### src/rtl/tour_pred_unit.sv
// Tournament branch predictor for the 5-stage MIPS pipeline.
// A per-PC local predictor (BHT + local PHT) and a global predictor
// (GHR + global PHT) are arbitrated by a per-PC chooser table (CPHT).
// The prediction is formed in Decode, carried through Execute, checked in
// Memory, and every table is trained from Memory.
// Optional build macro: TOUR_GSHARE_EN selects a gshare global index
// (GHR xor PC bits); when undefined the global index is the GHR alone (GAg).
module tour_pred_unit #(
    parameter int IDX_W  = 6,
    parameter int HIST_W = 6
) (
    input  logic        clk,
    input  logic        rst,
    input  logic [31:0] pcD,
    input  logic        branchD,
    input  logic        stallD,
    input  logic        flushE,
    input  logic        flushM,
    input  logic [31:0] pcM,
    input  logic        branchM,
    input  logic        actual_takeM,
    output logic        pred_takeD_loc,
    output logic        pred_takeD_glo,
    output logic        pred_takeD,
    output logic        pred_takeM,
    output logic        pred_wrongM
);

    localparam int LOC_N = 1 << IDX_W;
    localparam int PHT_N = 1 << HIST_W;

    // Counter value every PHT/CPHT entry starts from: weakly not-taken,
    // weakly prefer the local component.
    localparam logic [1:0] CTR_INIT = 2'b01;

    // 2-bit saturating counter step: +1 toward 3 when up, -1 toward 0 otherwise.
    function automatic logic [1:0] satStep(input logic [1:0] ctr, input logic up);
        logic [1:0] res;
        if (up) begin
            res = (ctr == 2'b11) ? ctr : ctr + 2'd1;
        end else begin
            res = (ctr == 2'b00) ? ctr : ctr - 2'd1;
        end
        return res;
    endfunction

    // Shift a new outcome into a history register, dropping the oldest bit.
    function automatic logic [HIST_W-1:0] histShift(input logic [HIST_W-1:0] hist,
                                                   input logic taken);
        return {hist[HIST_W-2:0], taken};
    endfunction

    // Prediction tables and global history.
    logic [HIST_W-1:0] bht    [LOC_N];
    logic [1:0]        phtLoc [PHT_N];
    logic [1:0]        phtGlo [PHT_N];
    logic [1:0]        cpht   [LOC_N];
    logic [HIST_W-1:0] ghr;

    // Decode-side lookup signals.
    logic [IDX_W-1:0]  locIdxD;
    logic [HIST_W-1:0] histD;
    logic [HIST_W-1:0] gloIdxD;
    logic              predLocD;
    logic              predGloD;
    logic              chooseGloD;
    logic              predD;

    // Execute-stage copy of the Decode prediction.
    logic              pred_p1;
    logic              predLoc_p1;
    logic              predGlo_p1;
    logic [HIST_W-1:0] locPhtIdx_p1;
    logic [HIST_W-1:0] gloPhtIdx_p1;

    // Memory-stage copy used for checking and training.
    logic              pred_p2;
    logic              predLoc_p2;
    logic              predGlo_p2;
    logic [HIST_W-1:0] locPhtIdx_p2;
    logic [HIST_W-1:0] gloPhtIdx_p2;

    // Memory-side update index and training enables.
    logic [IDX_W-1:0]  locIdxM;
    logic              trainM;
    logic              chooserTrainM;

    // PC bits outside the index fields carry no information for this unit.
    logic unusedPcBits;
    assign unusedPcBits = ^{pcD, pcM};

    // ---------------- Decode: table lookup ----------------
    assign locIdxD = pcD[IDX_W+1:2];
    assign histD   = bht[locIdxD];

`ifdef TOUR_GSHARE_EN
    assign gloIdxD = ghr ^ pcD[HIST_W+1:2];
`else
    assign gloIdxD = ghr;
`endif

    // Component predictions, chooser decision and gated final prediction.
    always_comb begin
        predLocD   = phtLoc[histD][1];
        predGloD   = phtGlo[gloIdxD][1];
        chooseGloD = cpht[locIdxD][1];
        predD      = branchD & (chooseGloD ? predGloD : predLocD);
    end

    assign pred_takeD_loc = predLocD;
    assign pred_takeD_glo = predGloD;
    assign pred_takeD     = predD;

    // ---------------- Decode -> Execute ----------------
    // A stalled Decode instruction is not issued, so Execute gets a bubble
    // exactly as for an explicit flush.
    always_ff @(posedge clk or negedge rst) begin
        if (!rst) begin
            pred_p1      <= 1'b0;
            predLoc_p1   <= 1'b0;
            predGlo_p1   <= 1'b0;
            locPhtIdx_p1 <= '0;
            gloPhtIdx_p1 <= '0;
        end else if (flushE || stallD) begin
            pred_p1      <= 1'b0;
            predLoc_p1   <= 1'b0;
            predGlo_p1   <= 1'b0;
            locPhtIdx_p1 <= '0;
            gloPhtIdx_p1 <= '0;
        end else begin
            pred_p1      <= predD;
            predLoc_p1   <= predLocD;
            predGlo_p1   <= predGloD;
            locPhtIdx_p1 <= histD;
            gloPhtIdx_p1 <= gloIdxD;
        end
    end

    // ---------------- Execute -> Memory ----------------
    // Move the Execute copy into Memory, or insert a bubble on flush.
    always_ff @(posedge clk or negedge rst) begin
        if (!rst) begin
            pred_p2      <= 1'b0;
            predLoc_p2   <= 1'b0;
            predGlo_p2   <= 1'b0;
            locPhtIdx_p2 <= '0;
            gloPhtIdx_p2 <= '0;
        end else if (flushM) begin
            pred_p2      <= 1'b0;
            predLoc_p2   <= 1'b0;
            predGlo_p2   <= 1'b0;
            locPhtIdx_p2 <= '0;
            gloPhtIdx_p2 <= '0;
        end else begin
            pred_p2      <= pred_p1;
            predLoc_p2   <= predLoc_p1;
            predGlo_p2   <= predGlo_p1;
            locPhtIdx_p2 <= locPhtIdx_p1;
            gloPhtIdx_p2 <= gloPhtIdx_p1;
        end
    end

    // ---------------- Memory: check and train ----------------
    // flushM only shapes the next Memory content; the branch currently in
    // Memory still trains on this edge.
    assign locIdxM       = pcM[IDX_W+1:2];
    assign trainM        = branchM;
    assign chooserTrainM = branchM && (predLoc_p2 != predGlo_p2);

    assign pred_takeM = pred_p2;
    // Gated by reset so every output reads 0 while reset is held, even with a
    // resolved branch presented in Memory.
    assign pred_wrongM = rst & branchM & (pred_p2 != actual_takeM);

    // Per-PC local history: shift in the resolved outcome of the Memory branch.
    always_ff @(posedge clk or negedge rst) begin
        if (!rst) begin
            for (int i = 0; i < LOC_N; i++) begin
                bht[i] <= '0;
            end
        end else if (trainM) begin
            bht[locIdxM] <= histShift(bht[locIdxM], actual_takeM);
        end
    end

    // Global history: shift in every resolved branch outcome.
    always_ff @(posedge clk or negedge rst) begin
        if (!rst) begin
            ghr <= '0;
        end else if (trainM) begin
            ghr <= histShift(ghr, actual_takeM);
        end
    end

    // Local PHT: train the counter the branch actually read in Decode.
    always_ff @(posedge clk or negedge rst) begin
        if (!rst) begin
            for (int i = 0; i < PHT_N; i++) begin
                phtLoc[i] <= CTR_INIT;
            end
        end else if (trainM) begin
            phtLoc[locPhtIdx_p2] <= satStep(phtLoc[locPhtIdx_p2], actual_takeM);
        end
    end

    // Global PHT: the carried index keeps training correct in both index modes.
    always_ff @(posedge clk or negedge rst) begin
        if (!rst) begin
            for (int i = 0; i < PHT_N; i++) begin
                phtGlo[i] <= CTR_INIT;
            end
        end else if (trainM) begin
            phtGlo[gloPhtIdx_p2] <= satStep(phtGlo[gloPhtIdx_p2], actual_takeM);
        end
    end

    // Chooser: when the components disagreed, lean toward whichever was right.
    always_ff @(posedge clk or negedge rst) begin
        if (!rst) begin
            for (int i = 0; i < LOC_N; i++) begin
                cpht[i] <= CTR_INIT;
            end
        end else if (chooserTrainM) begin
            cpht[locIdxM] <= satStep(cpht[locIdxM], predGlo_p2 == actual_takeM);
        end
    end

endmodule

### config.mk
export PLATFORM = sky130hd
export DESIGN_NAME = tour_pred_unit
export DESIGN_NICKNAME = d
export VERILOG_FILES = /design/src/rtl/tour_pred_unit.sv
export SDC_FILE = /design/constraint.sdc
export NUM_CORES = 2
export LEC_CHECK = 0
export BUFFER_PORTS_ARGS = -buffer_cell sky130_fd_sc_hd__buf_4
export CORE_MARGIN = 3
export CORE_UTILIZATION = 45
export CTS_BUF_LIST = sky130_fd_sc_hd__clkbuf_4 sky130_fd_sc_hd__clkbuf_8 sky130_fd_sc_hd__clkbuf_16
export DETAILED_ROUTE_END_ITERATION = 10
export GPL_TIMING_DRIVEN = 1
export HOLD_SLACK_MARGIN = 0.08
export PLACE_DENSITY_LB_ADDON = 0.1
export SYNTH_ARGS = -nofsm -noshare
export SYNTH_HDL_FRONTEND = slang
export SYNTH_SLANG_ARGS = --single-unit
export TNS_END_PERCENT = 100
### constraint.sdc
create_clock -name clk -period 11.5 [get_ports clk]
set_clock_uncertainty 0.15 [all_clocks]
set_input_delay 2.875 -clock clk [delete_from_list [all_inputs] [get_ports clk]]
set_output_delay 2.875 -clock clk [all_outputs]
set_load 0.03 [all_outputs]
# Word level (Yosys, flattened, before mapping)
# Index checks and enable logic that the tools add are counted.
# W data, S select, Z words.
classes:
  addsub: 6
  order_cmp: 9
  n_eq_ne: 6
  muxes: 59
  bitwise: 9
  reduce_logical: 8
op_table:
  columns: ["operator", "n"]
  rows:
  - ["$bwmux W128", 3]
  - ["$bwmux W384", 1]
  - ["$bmux W2 S6", 6]
  - ["$bmux W6 S6", 2]
  - ["$mux W2", 27]
  - ["$ge A7 B7 Y1 const B", 6]
  - ["$mux W6", 7]
  - ["$not A6 Y7", 6]
  - ["$demux W2 S6", 3]
  - ["$demux W6 S6", 1]
  - ["$lt A7 B1 Y1 const B", 3]
  - ["$mux W5", 2]
  - ["$mux W1", 7]
  - ["$add A2 B1 Y2 const B", 3]
  - ["$eq A2 B2 Y1 const B", 3]
  - ["$logic_not A2 Y1", 3]
  - ["$sub A2 B1 Y2 const B", 3]
  - ["$logic_and A1 B1 Y1", 4]
  - ["$and A1 B1 Y1", 3]
  - ["$ne A1 B1 Y1", 2]
  - ["$eq A1 B1 Y1", 1]
  - ["$logic_or A1 B1 Y1", 1]
totals:
  ff_bits: 804
  inputBits: 72
  out_inout_bits: 5
  wordCells: 364

# Logic depth before layout (Yosys ltp)
depth:
  word_depth: 11
  mapped_depth: 16
  ltp_nobuf: 10

# Worst setup path before layout
# Ideal clock, no wire load.
synth_timing:
  path_kind: "in2out"
  start: "in pcD[3]"
  end: "out pred_takeD_loc"
  t_arrival_ns: 6.145
  required_time_ns: 8.475
  setup_slack_ns: 2.330
  path_stages: 10
  path_buffers: 3
  cell_sequence: "buf_2 -> buf_2 -> clkbuf_1 -> mux4_2 -> mux4_2 -> a211o_1 -> o22a_1 -> o32ai_2 -> a211oi_1 -> a211oi_1"
synth_via:
  elab_chain_len: 8
synth_lines:
  columns: ["item", "line", "text"]
  rows:
  - ["start: declaration", "14", "input logic [31:0] pcD,"]
  - ["$not A6 Y7 (not written as such)", "94", "assign histD = bht[locIdxD];"]
  - ["$bmux W6 S6", "94", null]
  - ["$mux W6 (not written as such) (2 in a row)", "94", null]
  - ["$not A6 Y7 (not written as such)", "104", "predLocD = phtLoc[histD][1];"]
  - ["$bmux W2 S6", "104", null]
  - ["$mux W2 (not written as such) (2 in a row)", "104", null]
  - ["end: declaration", "22", "output logic pred_takeD_loc,"]
# No other way between the ends. The select of a mux whose other input is x is not followed.

# Worst setup path after layout
layout_timing:
  start: "in pcD[2]"
  end: "out pred_takeD"
layout_via:
  elab_chain_len: 10
  word_cells_on_any_way: 13
  classes_between: "mux (10); bitwise (3)"
layout_lines:
  columns: ["item", "line", "text"]
  rows:
  - ["$not A6 Y7 (not written as such) *", "94, 106", null]
  - ["$bmux W6 S6", "94", null]
  - ["$mux W6 (not written as such) (2 in a row)", "94", null]
  - ["$not A6 Y7 (not written as such)", "104", null]
  - ["$bmux W2 S6", "104", null]
  - ["$mux W2 (not written as such) (2 in a row)", "104", null]
  - ["$mux W1 *", "107", "predD = branchD & (chooseGloD ? predGloD : predLocD);"]
  - ["$and A1 B1 Y1 *", "107", null]
  - ["end: declaration", "24", "output logic pred_takeD,"]
# Every way passes the cells marked *; elsewhere a longest branch is shown, timed or not. The select of a mux whose other input is x is not followed.

==> flow_summary.json <==
{
  "status": "finished clean",
  "internal-power_mw": 5.43,
  "design.portCount": 77,
  "drive_gt1_frac": 0.269,
  "total_switching_power_mw": 2.07,
  "whs_path_depth": 1,
  "cts_max_level": 3,
  "grt_pass1_vias": 30708,
  "routed-via-count": 30769,
  "detail_route.wl_per_cell_um": 27.5,
  "yosysTopAreaCell": "sky130_fd_sc_hd__dfrtp_1",
  "post-synth-top-area-fraction": 0.384,
  "worst-endpoint-arrival_ns": 7.38,
  "finalHoldViolations": 0,
  "place_congestion": 0.893,
  "synth_simple_gate_area_share": 0.112,
  "drt-total-wl_um": 130000,
  "rows": 108,
  "cts_inserted_buffers": 91,
  "cts.sinks": 804,
  "synth_xor_xnor_area_share": 0.000878,
  "synthesis.instances": 3648,
  "finalNonFillerCells": 4744,
  "switching_share": 0.276,
  "dp.cells": 4575,
  "place_hpwl_um": 80800,
  "placement.cell_area_um2": 40900,
  "max_slew.worst_pin.slew_ns": 1.26,
  "synthesis.nets": 3720,
  "cts.repair.resized": 0,
  "max_cap_viol_count": 0,
  "yosysMostFrequentCell": "sky130_fd_sc_hd__dfrtp_1",
  "fin_crit_ns": 10.40,
  "setup.worst_path.start_class": "input port",
  "finalCoreUtilization": 0.506,
  "ant_nets": 0,
  "grt_setup_unrepaired": "no",
  "synth.area.top_cells": "sky130_fd_sc_hd__dfrtp_1, sky130_fd_sc_hd__dfstp_2, sky130_fd_sc_hd__mux2_2",
  "dominantRegCellSynth": "sky130_fd_sc_hd__dfrtp_1",
  "place_ws_ns": 1.08,
  "clock_power_frac": 0.419,
  "cellLeakagePower_nw": 18.2,
  "whs_ns": 0.310,
  "clockRootBuffer": "sky130_fd_sc_hd__clkbuf_16",
  "min_period_over_period": 0.904,
  "drt_drc": 0,
  "mux_share_of_post_synthesis_cell_area": 0.181,
  "die_area_um2": 92300,
  "asyncSetResetFlopFracSynth": 1.00,
  "detail_route.vias_per_cell": 6.49,
  "worst_reg_to_reg_cells": 10,
  "postSynthRegisterBits": 804,
  "cts_tree": "yes",
  "min_path_type": "flop to flop",
  "synth.yosys.seq_area_share": 0.510,
  "slew_viols_final": 0,
  "max-slew-margin-rel": 0.158,
  "grt.total_usage": 0.278,
  "fmax_mhz": 96.1,
  "grt_max_degree": 194,
  "grt-ovfl-total": 0,
  "synth-warning-count": 0,
  "core_area_um2": 87300,
  "synth_area_um2": 39900,
  "p_comb_frac": 0.141,
  "setup_cp_type": "input port to output pin",
  "synth_fa_ha_area_frac": 0.00151,
  "syn2layout_area_growth_pct": 10.7,
  "detail_route.iter0.violations": 3183,
  "worstPathRequired_ns": 8.48,
  "drt_pass1_iterations": 8,
  "cell_pwr_density_nw_per_um2": 170,
  "ys_types": 78,
  "finalSetupViolCount": 0,
  "clkTransAtPathRegs_ns": 0.05,
  "fp.dieW_um": 304,
  "p_total_mw": 7.51,
  "p_seq_frac": 0.440,
  "cts_buffer_depth": 3,
  "grt_first_pass_wirelength_um": 197000,
  "synth_compound_gate_area_share": 0.157,
  "tns_ns": 0,
  "cts-hold-fix-buffers": 0,
  "timing.critical_path.to_type": "output pin",
  "antenna_found_initial": 3,
  "final_design_area_excluding_fillers_um2": 44200,
  "synthesis.area_per_instance_um2": 10.9,
  "cts_setup_buffers": 0,
  "worstPathMaxFanout": 38,
  "antenna_cells": 0,
  "clock_latency_of_the_later_clocked_register_in_the_worst_skew_pair_ns": 0.66,
  "synth_enable_flop_cells": 0,
  "design.final.nets": 3585,
  "fp.dieH_um": 304,
  "post_synth_most_frequent_cells": "sky130_fd_sc_hd__dfrtp_1, sky130_fd_sc_hd__nand2_1, sky130_fd_sc_hd__nor2_1, sky130_fd_sc_hd__mux2_2, sky130_fd_sc_hd__o21ai_0",
  "filler_cell_count": 7778,
  "final.setup.worst_slack_ns": 1.10,
  "peakVddDrop_mv": 0.124,
  "numPortBuffers": 24,
  "main_combinational_cell_family_by_area_after_synthesis": "multiplexers",
  "start_util": 0.457
}
## worst max-delay path, stage by stage
cell                        delay [ns]
sky130_fd_sc_hd__buf_6            0.48
sky130_fd_sc_hd__mux4_1           0.63
sky130_fd_sc_hd__mux2_2           0.29
sky130_fd_sc_hd__and3_4           0.19
sky130_fd_sc_hd__nor4_4           0.54
sky130_fd_sc_hd__mux2i_1          0.42
sky130_fd_sc_hd__and4_1           0.29
sky130_fd_sc_hd__o41ai_2          0.43
sky130_fd_sc_hd__o211ai_1         0.21
sky130_fd_sc_hd__a2111oi_2        0.63
sky130_fd_sc_hd__o21a_1           0.19
sky130_fd_sc_hd__buf_4            0.16
## power groups by stage
stage                     Clock (mW)  Combinational (mW)  Sequential, mW
after floorplan                    0               0.717            3.26
after global placement             0                1.03            3.33
after detailed placement           0                1.05            3.34
after CTS                       3.21                1.06            3.29
after global routing            3.32                1.14            3.33
final                           3.15                1.06            3.30
## area by class of cell
cell class | instances | area [um^2] | area share
Sequential cell | 804 | 20400 | 0.461
Multi-Input combinational cell | 2497 | 18200 | 0.412
Clock buffer | 130 | 2740 | 0.0620
Tap cell | 1155 | 1450 | 0.0327
Timing Repair Buffer | 96 | 820 | 0.0185
Clock inverter | 39 | 532 | 0.0120
Inverter | 23 | 86.3 | 0.00195
## cell families after synthesis
logic type | after synthesis
buffers and inverters | 347
adders and majority gates | 6
muxes | 494
DFF | 804
xor gates and xnor gates | 4
AOI/OAI and AO/OA | 982
and+or+nand+nor | 1011
## flip-flops by register name, summed over array words and instances, names as in the netlist, 6 cells and up
name,flops
ghr,6
gloPhtIdx_p2,6
locPhtIdx_p1,6
cpht,128
phtLoc,128
gloPhtIdx_p1,6
bht,384
phtGlo,128
locPhtIdx_p2,6
## cells in the final DEF, fill, tap and decap left out, types with 8 or more instances in the layout
cell	count
sky130_fd_sc_hd__a21oi_1	248
sky130_fd_sc_hd__a221oi_1	56
sky130_fd_sc_hd__a22o_1	60
sky130_fd_sc_hd__a22oi_1	255
sky130_fd_sc_hd__a31oi_1	55
sky130_fd_sc_hd__and2_1	31
sky130_fd_sc_hd__and3_1	10
sky130_fd_sc_hd__buf_4	87
sky130_fd_sc_hd__bufinv_16	13
sky130_fd_sc_hd__clkbuf_16	95
sky130_fd_sc_hd__clkbuf_4	19
sky130_fd_sc_hd__clkbuf_8	16
sky130_fd_sc_hd__clkinv_2	22
sky130_fd_sc_hd__dfrtp_1	612
sky130_fd_sc_hd__dfstp_2	192
sky130_fd_sc_hd__inv_1	22
sky130_fd_sc_hd__mux2_2	320
sky130_fd_sc_hd__mux2i_1	23
sky130_fd_sc_hd__mux4_1	12
sky130_fd_sc_hd__mux4_2	135
sky130_fd_sc_hd__nand2_1	393
sky130_fd_sc_hd__nand3_1	45
sky130_fd_sc_hd__nand4_1	43
sky130_fd_sc_hd__nor2_1	344
sky130_fd_sc_hd__nor2b_1	18
sky130_fd_sc_hd__nor3_1	44
sky130_fd_sc_hd__nor3b_2	9
sky130_fd_sc_hd__nor4_1	8
sky130_fd_sc_hd__o21ai_0	256
## final timing paths
kind                                            from                   endpoint  slack, ns
max                                           pcD[2]                 pred_takeD       1.10
min                        locPhtIdx_p1[5]$_DFF_PN0_  locPhtIdx_p2[5]$_DFF_PN0_       0.31
max reg2reg                      bht[44]$_DFFE_PN0P_          pred_p1$_DFF_PN0_       7.18
min reg2reg                locPhtIdx_p1[5]$_DFF_PN0_  locPhtIdx_p2[5]$_DFF_PN0_       0.31
max in group asynchronous                        rst       bht[156]$_DFFE_PN0P_       6.67
min in group asynchronous                        rst     phtLoc[31]$_DFFE_PN0P_       2.10
## per-layer routing
| layer | track usage | up-vias | wire [um] |
|---|---|---|---|
| met2 | 0.437 | 1473 | 60500 |
| li1 | - | 13193 | - |
| met3 | 0.0494 | 393 | 9790 |
| met5 | 0 | - | 41 |
| met1 | 0.378 | 15704 | 53800 |
| met4 | 0.125 | 6 | 6310 |
(Power assumes the default switching activity.)
